`src/rtl/uart_pkg.sv`:
```
// Shared UART constants, receiver state encoding and the bit-vote helper.
// The transmitter and receiver both derive their bit timing from these constants.
package uart_pkg;

    localparam int unsigned UART_CLK_HZ       = 12000000;
    localparam int unsigned UART_BAUD         = 115200;
    localparam int unsigned UART_CLKS_PER_BIT = UART_CLK_HZ / UART_BAUD;

    typedef enum logic [2:0] {
        IDLE,
        START,
        DATA,
        STOP,
        BREAK
    } uart_state_t;

    function automatic logic maj3(input logic a, input logic b, input logic c);
        return (a & b) | (a & c) | (b & c);
    endfunction

endpackage

```
`src/rtl/uart_sync2.sv`:
```
// Two-flop synchronizer for asynchronous single-bit inputs (UART RX, buttons).
// Both flops reset to INIT so that an idle line reads as idle straight out of reset.
module uart_sync2 #(
    parameter logic INIT = 1'b1
) (
    input  logic clk,
    input  logic rst,
    input  logic d,
    output logic q
);

    logic meta;

    always_ff @(posedge clk) begin
        if (rst) begin
            meta <= INIT;
            q    <= INIT;
        end else begin
            meta <= d;
            q    <= meta;
        end
    end

endmodule

```
`src/rtl/uart_rx.sv`:
```
// 8N1 UART receiver with 3-sample majority voting and a one-byte valid/ready holding register.
// Frame errors and overruns are reported as single-cycle pulses.
module uart_rx
    import uart_pkg::*;
#(
    parameter int unsigned CLKS_PER_BIT = UART_CLKS_PER_BIT
) (
    input  logic       sys_clk_i,
    input  logic       sys_rst_i,
    input  logic       uart_rx_i,
    output logic [7:0] uart_dat_o,
    output logic       uart_valid_o,
    input  logic       uart_ready_i,
    output logic       uart_frame_err_o,
    output logic       uart_overrun_o,
    output logic       uart_busy_o
);

    localparam int unsigned CW   = $clog2(CLKS_PER_BIT);
    localparam int unsigned HALF = CLKS_PER_BIT / 2;

    localparam logic [CW-1:0] CNT_LAST = CW'(CLKS_PER_BIT - 1);
    localparam logic [CW-1:0] SAMP_A   = CW'(HALF - 1);
    localparam logic [CW-1:0] SAMP_B   = CW'(HALF);
    localparam logic [CW-1:0] SAMP_C   = CW'(HALF + 1);

    logic          rx_s;
    uart_state_t   state;
    logic [CW-1:0] cnt;
    logic [2:0]    bit_idx;
    logic [7:0]    shreg;
    logic          samp_a;
    logic          samp_b;
    logic          decide;
    logic          bit_val;
    logic          drain;

    uart_sync2 #(
        .INIT (1'b1)
    ) u_sync (
        .clk (sys_clk_i),
        .rst (sys_rst_i),
        .d   (uart_rx_i),
        .q   (rx_s)
    );

    always_comb begin
        decide  = (cnt == SAMP_C);
        bit_val = maj3(samp_a, samp_b, rx_s);
        drain   = uart_valid_o & uart_ready_i;
    end

    always_ff @(posedge sys_clk_i) begin
        if (sys_rst_i) begin
            state            <= IDLE;
            cnt              <= '0;
            bit_idx          <= '0;
            shreg            <= '0;
            samp_a           <= 1'b1;
            samp_b           <= 1'b1;
            uart_dat_o       <= '0;
            uart_valid_o     <= 1'b0;
            uart_frame_err_o <= 1'b0;
            uart_overrun_o   <= 1'b0;
            uart_busy_o      <= 1'b0;
        end else begin
            uart_frame_err_o <= 1'b0;
            uart_overrun_o   <= 1'b0;
            if (drain) begin
                uart_valid_o <= 1'b0;
            end

            cnt <= (cnt == CNT_LAST) ? '0 : cnt + 1'b1;
            if (cnt == SAMP_A) begin
                samp_a <= rx_s;
            end
            if (cnt == SAMP_B) begin
                samp_b <= rx_s;
            end

            unique case (state)
                IDLE: begin
                    // The detection cycle counts as cycle 0 of the start bit.
                    cnt <= CW'(1);
                    if (!rx_s) begin
                        state       <= START;
                        uart_busy_o <= 1'b1;
                    end
                end
                START: begin
                    if (decide) begin
                        if (bit_val) begin
                            state       <= IDLE;
                            uart_busy_o <= 1'b0;
                        end else begin
                            state   <= DATA;
                            bit_idx <= '0;
                        end
                    end
                end
                DATA: begin
                    if (decide) begin
                        shreg   <= {bit_val, shreg[7:1]};
                        bit_idx <= bit_idx + 1'b1;
                        if (bit_idx == 3'd7) begin
                            state <= STOP;
                        end
                    end
                end
                STOP: begin
                    if (decide) begin
                        if (bit_val) begin
                            // A byte drained in this same cycle frees the slot for the new one.
                            if (!uart_valid_o || uart_ready_i) begin
                                uart_dat_o   <= shreg;
                                uart_valid_o <= 1'b1;
                            end else begin
                                uart_overrun_o <= 1'b1;
                            end
                            state       <= IDLE;
                            uart_busy_o <= 1'b0;
                        end else begin
                            uart_frame_err_o <= 1'b1;
                            state            <= BREAK;
                        end
                    end
                end
                BREAK: begin
                    if (rx_s) begin
                        state       <= IDLE;
                        uart_busy_o <= 1'b0;
                    end
                end
                default: begin
                    state       <= IDLE;
                    uart_busy_o <= 1'b0;
                end
            endcase
        end
    end

endmodule

```
`config.mk`:
```
export PLATFORM = sky130hd
export DESIGN_NAME = uart_rx
export DESIGN_NICKNAME = d
export VERILOG_FILES = /design/src/rtl/uart_pkg.sv /design/src/rtl/uart_sync2.sv /design/src/rtl/uart_rx.sv
export SDC_FILE = /design/constraint.sdc
export NUM_CORES = 1
export LEC_CHECK = 0
export CAP_MARGIN = 20
export CORE_MARGIN = 1
export CORE_UTILIZATION = 40
export CTS_CLUSTER_SIZE = 20
export DETAILED_ROUTE_END_ITERATION = 8
export PLACE_DENSITY = 0.61
export SYNTH_ARGS = -nofsm -noshare
export SYNTH_HDL_FRONTEND = slang
export SYNTH_SLANG_ARGS = --single-unit
```
`constraint.sdc`:
```
create_clock -name sys_clk_i -period 2.15 [get_ports sys_clk_i]
set_input_delay 0.3225 -clock sys_clk_i [delete_from_list [all_inputs] [get_ports sys_clk_i]]
set_output_delay 0.3225 -clock sys_clk_i [all_outputs]
set_load 0.02 [all_outputs]
```
==> results.md <==
* Outcome: finished clean
* Main synth FF type: dfxtp_1
* Post-Syn Area at 1630 sq um
* Placed insts at 229
* # resized after CTS at 0
* RSZ-0062 raised after global routing: false
* Vias per cell at 5.38
* Die span in y at 65.7 microns
* Post-CTS Setup Inserts at 0
* Min Tclk post-route at 1750 ps
* Slowest CP cell: dfxtp_1
* Synthesized net count at 185
* CP Buf/Inv Count at 1
* # clock sinks at 37
* Remaining DRCs at 0
* CP Max Fanout at 10
* Critical path class: reg2reg
* Largest net degree at the start of global routing at 15
* Vias in the first global route at 1,280
* Critical path arrival at 1930 ps
* Fmax at 570 MHz
* Synth area leaders: dfxtp_1, mux2i_1, a21oi_1
* Antenna-violating nets left at 0
* Clock Tree Root: clkbuf_8
* Crit path launch type: flop
* First-pass GRT wire length at 5810 microns
* Fin Setup TNS at 0 ps
* CTS HTree Levels at 2
* Skew-Pair Late Insertion Delay at 290 ps
* Highest Signal Layer: met4
* TritonCTS clock tree: yes
* Critical Path, Cell by Cell: inv_1 -> ha_1 -> and4b_1 -> nand4bb_1 -> o21ai_0 -> a21oi_1
* FP Rows at 22
* FILL cells at 364
* Final Setup Violations at 0
* Peak VDD IR at 0.406 mV
* Number of synthesized flops with an enable pin at 0
* Layout cell share with drive strength beyond 1 at 8.99%
* Drt wl/cell at 13.4 microns
* Metal2 WL at 1410 microns
* Die footprint at 4320 sq um
* Antenna violations before repair at 0
* Reg area at 741 sq um
* Post-DP Area at 1780 sq um
* Part of the cycle the worst path needs at 81.6%
* Register area share after synthesis at 45.6%
* Vias post-DR at 1,276
* Final Routed Wirelength at 3170 microns
* Post-synth cell types at 42
* Area of the multi-input gates at 792 sq um
* Layout Skew at 8.62 ps
* Num ports at 16
* DRT Pass-1 Iters at 4
* Max transition margin at 65.0%
* Hold Violations, Final at 0
* MaxCap Viol Count at 0
* Worst-Margin Slew at 524 ps
* Synth warn at 0
* Top-count cell post-synth: dfxtp_1
* Post-CTS Hold Fix Bufs at 0
* Commonest cells post-synth: dfxtp_1, nor2_1, a21oi_1, o21ai_0, nand4_1
* Design area at 1900 sq um
* Worst-path clk slew at 80 ps
* Syn Area/Cell at 9.23 sq um
* Final-stage net count at 197
* Worst Path Required at 2330 ps
* Die W at 65.7 microns
* Area growth, synth to finish at 16.7%
* Starting DRT DRC Count at 63
* Number of synthesized register bits at 37
* Met3 wire len at 131 microns
* Finished Layout Cells at 237
* Synth Instances at 176
* Grt total ovfl at 0
* Yosys top cell area share at 45.6%
* RD Place Congestion at 0.793
* Ys async rst share at 0%
* Starting Density at 43.1%
* CP peak stage delay at 340 ps
* Global-route usage over all layers at 17.8%
* Core region area at 3770 sq um
* CP delay by family, top: simple AND/OR/NAND/NOR gates
* Most area-hungry cell type in the Yosys netlist: dfxtp_1
* Cts bufs inserted at 5
* LEAKAGE at 0.000636 uW
* HP Class: reg2reg
* Pwr dens at 728 nW/um^2
* PortBufs at 15
* Clock Path Buffers at 2
* Setup crit end kind: flop
* Fin. max-slew vios at 0
* Metal-1 WL at 1560 microns
* Post-DP HPWL at 2190 microns
* ANT cells at 0
## stage by stage
stage | hold slack (ps) | total power, uW | util (%) | setup slack (ps)
floorplan | 389 | 746 | - | 656
global placement | 392 | 766 | 47.1 | 480
detailed placement | 392 | 767 | 47.1 | 447
CTS | 412 | 1400 | 50.3 | 409
global route | 432 | 1430 | 50.3 | 173
finish | 410 | 1380 | 50.3 | 396
## sequential cells by signal (all words and copies together), names as in the netlist
name and count:
bit_idx 3, cnt 7, samp_a 1, samp_b 1, shreg 8, state 3, u_sync.meta 1, u_sync.q 1
uart_busy_o 1, uart_dat_o 8, uart_frame_err_o 1, uart_overrun_o 1, uart_valid_o 1
## cells in the final DEF, fill, tap and decap left out, drive strengths merged, types with 2 or more instances in the layout
master         Yosys  routed
dfxtp             37      37
nor2              18      18
a21oi             15      15
clkdlybuf4s50      0      15
o21ai             13      13
nand4             10      10
nand2              9       9
mux2i              9       9
nand2b             6       6
clkbuf             7       6
nand3              5       5
ha                 5       5
inv                3       3
nor3               3       3
xnor2              3       3
buf                6       3
or3                2       2
xor2               2       2
nor2b              2       2
or2                2       2
and4b              2       2
a21boi             2       2
## kinds of logic after synthesis
kind of cell | synth area share (%)
AOI/OAI and AO/OA | 12.8
xor gates and xnor gates | 2.69
adders and majority gates | 4.46
buffers and inverters | 5.70
DFF | 45.6
muxes | 5.54
and+or+nand+nor | 23.2
## final timing paths
path / start / endpoint / slack [ps] / cells past startpoint
max: cnt[1] / uart_dat_o[2] / 400 / 6
min: u_sync.meta / u_sync.q / 410 / 1
max reg2reg: cnt[1] / uart_dat_o[2] / 400 / 6
min reg2reg: u_sync.meta / u_sync.q / 410 / 1
## layer usage
layer,up-vias,track usage [%]
li1,641,-
met1,605,23.3
met2,23,26.0
met3,7,6.08
met4,0,8.15
met5,-,0
## power breakdown
group | internal (uW) | switching, uW | leakage, uW
Clock | 377 | 253 | 0.0000574
Combinational | 24.5 | 25.0 | 0.000280
Sequential | 693 | 8.65 | 0.000299
Total | 1090 | 287 | 0.000636
## cell type report
cell class                      instances  share of cell area, %
Tap cell                               48                   3.17
Clock inverter                          2                   1.98
Clock buffer                            6                   4.35
Multi-Input combinational cell        123                   41.8
Inverter                                3                  0.594
Timing Repair Buffer                   18                   9.10
Sequential cell                        37                   39.1
(Power assumes the default switching activity.)
